$ cat config.mk
export PLATFORM = sky130hd
export DESIGN_NAME = uart_bus_device
export DESIGN_NICKNAME = d
export VERILOG_FILES = /design/src/rtl/uart_bus_device_pkg.sv /design/src/rtl/uart_tx_ser.sv /design/src/rtl/uart_bus_device.sv
export SDC_FILE = /design/constraint.sdc
export NUM_CORES = 1
export LEC_CHECK = 0
export BUFFER_PORTS_ARGS = -buffer_cell sky130_fd_sc_hd__buf_4
export CORE_MARGIN = 2
export CORE_UTILIZATION = 30
export DETAILED_ROUTE_END_ITERATION = 16
export HOLD_SLACK_MARGIN = 0.15
export PLACE_DENSITY = 0.5
export SYNTH_ARGS = -nofsm -noshare
export SYNTH_HDL_FRONTEND = slang
export SYNTH_SLANG_ARGS = --single-unit
$ cat constraint.sdc
create_clock -name clk -period 2.5 [get_ports clk]
set_input_delay 0.375 -clock clk [delete_from_list [all_inputs] [get_ports clk]]
set_output_delay 0.375 -clock clk [all_outputs]
set_load 0.02 [all_outputs]
$ cat src/rtl/uart_bus_device_pkg.sv
// uart_bus_device_pkg: shared widths, default timing and FSM encodings for the UART bus device.
package uart_bus_device_pkg;
  localparam int CLKS_PER_BIT_DEF = 16;
  localparam int DATA_BITS_DEF = 8;
  localparam int BUS_W = 16;
  typedef enum logic [1:0] {TX_IDLE, TX_START, TX_DATA, TX_STOP} tx_state_t;
  typedef enum logic [1:0] {RX_IDLE, RX_START, RX_DATA, RX_STOP} rx_state_t;
endpackage

$ cat src/rtl/uart_tx_ser.sv
// uart_tx_ser: transmit holding register plus serialiser; chains frames back-to-back when the holding register is full.
module uart_tx_ser
  import uart_bus_device_pkg::*;
#(
  parameter int CLKS_PER_BIT = CLKS_PER_BIT_DEF,
  parameter int DATA_BITS = DATA_BITS_DEF
) (
  input  logic       clk,
  input  logic       rst,
  input  logic       wr,
  input  logic [7:0] din,
  output logic       txd,
  output logic       tbre,
  output logic       tsre
);
  localparam int CW = $clog2(CLKS_PER_BIT);
  localparam int BW = $clog2(DATA_BITS + 1);
  tx_state_t state;
  logic [CW-1:0] cnt;
  logic [BW-1:0] bit_idx;
  logic [7:0] hold;
  logic [DATA_BITS-1:0] shift;
  logic last, last_bit;
  assign last = cnt == CW'(CLKS_PER_BIT - 1);
  assign last_bit = bit_idx == BW'(DATA_BITS - 1);
  always_ff @(posedge clk or posedge rst)
    if (rst) begin
      state <= TX_IDLE;
      cnt <= '0;
      bit_idx <= '0;
      hold <= '0;
      shift <= '0;
      txd <= 1'b1;
      tbre <= 1'b1;
      tsre <= 1'b1;
    end else begin
      if (wr && tbre) begin
        hold <= din;
        tbre <= 1'b0;
      end
      cnt <= (state == TX_IDLE || last) ? '0 : cnt + 1'b1;
      case (state)
        TX_IDLE: if (!tbre) begin
          shift <= DATA_BITS'(hold);
          tbre <= 1'b1;
          tsre <= 1'b0;
          txd <= 1'b0;
          state <= TX_START;
        end
        TX_START: if (last) begin
          txd <= shift[0];
          bit_idx <= '0;
          state <= TX_DATA;
        end
        TX_DATA: if (last) begin
          shift <= shift >> 1;
          bit_idx <= bit_idx + 1'b1;
          txd <= last_bit ? 1'b1 : shift[1];
          state <= last_bit ? TX_STOP : TX_DATA;
        end
        TX_STOP: if (last) begin
          // a pending byte starts its start bit right after this stop bit
          if (!tbre) begin
            shift <= DATA_BITS'(hold);
            tbre <= 1'b1;
            txd <= 1'b0;
            state <= TX_START;
          end else begin
            tsre <= 1'b1;
            state <= TX_IDLE;
          end
        end
        default: state <= TX_IDLE;
      endcase
    end
endmodule

$ cat src/rtl/uart_bus_device.sv
// uart_bus_device: bus-attached UART with strobe edge detection, TX serialiser and inline mid-bit sampling receiver.
module uart_bus_device
  import uart_bus_device_pkg::*;
#(
  parameter int CLKS_PER_BIT = CLKS_PER_BIT_DEF,
  parameter int DATA_BITS = DATA_BITS_DEF
) (
  input  logic             clk,
  input  logic             rst,
  input  logic             wrn,
  input  logic             rdn,
  input  logic [BUS_W-1:0] data_in,
  output logic [BUS_W-1:0] data_out,
  output logic             data_oe,
  output logic             data_ready,
  output logic             tbre,
  output logic             tsre,
  output logic             txd,
  input  logic             rxd,
  output logic             overrun,
  output logic             framing_err
);
  localparam int CW = $clog2(CLKS_PER_BIT);
  localparam int BW = $clog2(DATA_BITS + 1);
  logic wrn_q, rdn_q, wr_stb, rd_rise;
  logic [2:0] rx_sync;
  rx_state_t rx_state;
  logic [CW-1:0] rx_cnt;
  logic [BW-1:0] rx_idx;
  logic [DATA_BITS-1:0] rx_shift;
  logic [7:0] rx_buf, rd_hold;
  logic rx_bit, rx_last, rx_half, done;
  logic unused_bits;
  assign unused_bits = ^data_in[BUS_W-1:8];
  // a read in progress masks any write edge
  assign wr_stb = wrn_q & ~wrn & rdn;
  assign rd_rise = ~rdn_q & rdn;
  assign rx_bit = rx_sync[1];
  assign rx_last = rx_cnt == CW'(CLKS_PER_BIT - 1);
  assign rx_half = rx_cnt == CW'(CLKS_PER_BIT / 2 - 1);
  assign done = rx_state == RX_STOP && rx_last && rx_bit;
  assign data_oe = ~rdn;
  assign data_out = {{(BUS_W - 8){1'b0}}, rdn_q ? rx_buf : rd_hold};
  uart_tx_ser #(.CLKS_PER_BIT(CLKS_PER_BIT), .DATA_BITS(DATA_BITS)) u_tx (
    .clk(clk), .rst(rst), .wr(wr_stb), .din(data_in[7:0]),
    .txd(txd), .tbre(tbre), .tsre(tsre)
  );
  always_ff @(posedge clk or posedge rst)
    if (rst) begin
      wrn_q <= 1'b1;
      rdn_q <= 1'b1;
      rx_sync <= 3'b111;
      rx_state <= RX_IDLE;
      rx_cnt <= '0;
      rx_idx <= '0;
      rx_shift <= '0;
      rx_buf <= '0;
      rd_hold <= '0;
      data_ready <= 1'b0;
      overrun <= 1'b0;
      framing_err <= 1'b0;
    end else begin
      wrn_q <= wrn;
      rdn_q <= rdn;
      rx_sync <= {rx_sync[1:0], rxd};
      framing_err <= 1'b0;
      // a byte landing on the read-release edge wins over the clear
      data_ready <= done | (data_ready & ~rd_rise);
      overrun <= done ? data_ready & ~rd_rise : overrun & ~rd_rise;
      if (rdn_q) rd_hold <= rx_buf;
      rx_cnt <= (rx_state == RX_IDLE || (rx_state == RX_START ? rx_half : rx_last)) ? '0 : rx_cnt + 1'b1;
      case (rx_state)
        RX_IDLE: if (rx_sync[2] && !rx_sync[1]) rx_state <= RX_START;
        RX_START: if (rx_half) begin
          rx_idx <= '0;
          rx_state <= rx_bit ? RX_IDLE : RX_DATA;
        end
        RX_DATA: if (rx_last) begin
          rx_shift <= {rx_bit, rx_shift[DATA_BITS-1:1]};
          rx_idx <= rx_idx + 1'b1;
          if (rx_idx == BW'(DATA_BITS - 1)) rx_state <= RX_STOP;
        end
        RX_STOP: if (rx_last) begin
          rx_state <= RX_IDLE;
          if (rx_bit) rx_buf <= 8'(rx_shift);
          else framing_err <= 1'b1;
        end
        default: rx_state <= RX_IDLE;
      endcase
    end
endmodule

==> impl_metrics.py <==
metrics = {
    "run_status": {
        "outcome": "complete, no violations",
    },
    "global_route": {
        "antenna_found_initial": 0,
        "grt_pass1_wl_um": 9494,
        "grt_pass1_vias": 1999,
        "track_usage": 0.1070,
        "grt_max_degree": 72,
        "overflow": 0,
    },
    "logic_synthesis": {
        "synthDistinctLibCells": 50,
        "synth_top_cell_area_share": 0.5000,
        "ys_seq_elements": 71,
        "synthFlopType": "dfrtp_1",
        "yosysTopAreaCell": "dfrtp_1",
        "yosysMostFrequentCell": "dfrtp_1",
        "syn_avg_cell_area_um2": 13.14,
        "yosys-top-cells-count": "63 x dfrtp_1, 48 x mux2_2, 11 x inv_1",
        "synth-seq-area-share": 0.5667,
        "synth_area_um2": 3153,
        "synth_edf_count": 0,
        "synthTopCellsByArea": "dfrtp_1 50%, mux2_2 17%, dfstp_2 6.7%",
        "yosysWarningCount": 0,
        "synth_cells": 240,
        "async_flop_share": 1.000,
    },
    "placed_design": {
        "gp_congestion": 0.6955,
        "port_buffers": 27,
        "dpl.cell_count": 398,
        "dp_hpwl_um": 3651,
        "place_ws_ns": 0.4578,
    },
    "pwr": {
        "sequentialPowerShare": 0.507,
        "p_int_uw": 2006,
        "ir_drop_mv": 0.2869,
        "combinationalPowerShare": 0.112,
        "power.density_nw_per_um2": 735.4,
        "switchingPower_uw": 759.0,
        "clock_power_share": 0.380,
        "p_sw_frac": 0.2745,
        "p_leak_uw": 0.001748,
    },
    "timing": {
        "timing.hold.ws_ns": 0.2574,
        "slew-limit-headroom": 0.6637,
        "max_freq_mhz": 489.6,
        "finClkSkew_ns": 0.008937,
        "post-route-period-util": 0.8171,
        "finalHoldViolations": 0,
        "rsz0062_at_grt": "false",
        "layout_setup_ws_ns": 0.4573,
        "tightest_slew_ns": 0.5018,
        "setup_viol": 0,
        "post-route-min-period_ns": 2.043,
        "fin_tns_setup_ns": 0,
        "slew_violations": 0,
    },
    "clock_tree": {
        "cts_buffers": 9,
        "htreeDepth": 3,
        "clk_pin_slew_ns": 0.08,
        "cts_hold_buf": 4,
        "ctsResizeCount": 0,
        "cts_tree": "built",
        "clock-sinks": 71,
        "clockRootBuffer": "clkbuf_8",
        "cts_setup_buffers": 0,
        "clk_latency_ns": 0.34,
        "cts.path.max_buffers": 2,
    },
    "final_layout": {
        "fin_cells": 418,
        "regArea_um2": 1787,
        "area_growth_pct": 19.25,
        "n_antenna_cell": 0,
        "final_layout_size_suffix_gt1_frac": 0.3901,
        "nets": 307,
        "nFillCells": 1036,
        "multi_input_area_um2": 1262,
        "utilization": 0.3658,
    },
    "routing": {
        "via_count": 1960,
        "wirelength_um": 5501,
        "drtIter0Drc": 50,
        "ant_nets": 0,
        "first_pass_iters": 4,
        "route.detailed.drc": 0,
        "via_per_inst": 4.689,
        "wl_per_cell_um": 13.16,
    },
    "worst_setup_path": {
        "crit_required_ns": 2.73,
        "worstPathMaxFanout": 8,
        "startpoint_type": "register",
        "crit_type": "register to register",
        "arrival_ns": 2.27,
        "endpoint_kind": "register",
    },
    "die": {
        "die_area_um2": 11350,
        "core_um2": 10280,
        "start_util": 0.3068,
        "fp.dieW_um": 106.5,
        "rows": 37,
        "ios": 44,
        "die_h_um": 106.5,
    },
    "flow_run": {
        "drv_cap": 0,
    },
    "hold_path": {
        "min_path_type": "primary input to register",
    },
}
## cell families after synthesis
logic type | synth area share
buffers and inverters | 0.04127
multiplexers | 0.1746
XOR/XNOR | 0.01111
adder cells (fa/ha/maj) | 0.03571
other | 0.001189
flip-flops | 0.5667
AND/OR/NAND/NOR | 0.08691
AO/OA/AOI/OAI | 0.08255
## worst max-delay path, cell delays in order, from the launching register on
cell and delay [ns]:
dfrtp_1 0.41, inv_1 0.10, ha_1 0.28, or2_4 0.29
a221oi_4 0.47, mux2_2 0.39
## cells in the final DEF (no fill, tap or decap), types with 2 or more instances in the layout
master and n:
a21oi_1 6, a31oi_1 2, a32o_1 2, buf_4 28, bufinv_16 2, clkbuf_8 9, clkinv_4 2, conb_1 8
dfrtp_1 63, dfstp_2 8, dlygate4sd3_1 4, ha_1 9, inv_1 10, mux2_2 48, nand2_1 4, nand3_1 7
nand3b_1 2, nand4b_1 2, nor2_1 6, nor2_2 2, nor2b_1 2, nor3_1 5, nor3b_1 4, o21ai_0 10
o22ai_1 3, o31ai_1 3, xnor2_1 3
## power groups by stage
stage / clock network, uW / registers [uW] / logic [uW]
finish: 1050 / 1400 / 311
global route: 1150 / 1430 / 352
global placement: 0 / 1420 / 302
detailed placement: 0 / 1430 / 309
floorplan: 0 / 1360 / 288
CTS: 1090 / 1400 / 316
## worst paths after layout
check	startpoint	end	slack [ns]	cells after the start
hold / removal	data_in[1]	u_tx.hold[1]	0.26	2
hold reg to reg	rx_sync[0]	rx_sync[1]	0.35	0
setup / recovery	u_tx.state[0]	u_tx.shift[0]	0.46	5
max in group asynchronous	rst	rx_sync[2]	1.50	4
setup reg to reg	u_tx.state[0]	u_tx.shift[0]	0.46	5
min in group asynchronous	rst	rx_idx[0]	0.66	4
## flip-flops by register name, summed over array words and instances (netlist names), 3 cells and up, named ones only
signal / count
rd_hold: 8
rx_buf: 8
rx_shift: 8
u_tx.hold: 8
u_tx.shift: 8
rx_cnt: 4
rx_idx: 4
u_tx.bit_idx: 4
u_tx.cnt: 4
rx_sync: 3
## per-layer routing
| layer | wire length [um] | track usage | vias up |
|---|---|---|---|
| li1 | - | - | 927 |
| met1 | 2724 | 0.1382 | 981 |
| met2 | 2407 | 0.1607 | 40 |
| met3 | 232 | 0.03127 | 12 |
| met4 | 137 | 0.05937 | 0 |
| met5 | 0 | 0 | - |
## cell type report
class                      count  area share
multi-input combinational    151      0.3358
clock inverter                 7     0.02795
tap                          136     0.04526
inverter                      11     0.01098
timing repair buffer          33     0.07188
sequential                    71      0.4752
clock buffer                   9     0.03295
## per-stage QoR
step / instance area [um2] / total power (uW)
3_3_place_gp: 3491 / 1725
4_1_cts: 3760 / 2805
3_5_place_dp: 3491 / 1736
2_1_floorplan: 3179 / 1648
5_1_grt: 3760 / 2928
6_report: 3760 / 2765
Note: power is estimated with default switching activity, not from simulation.
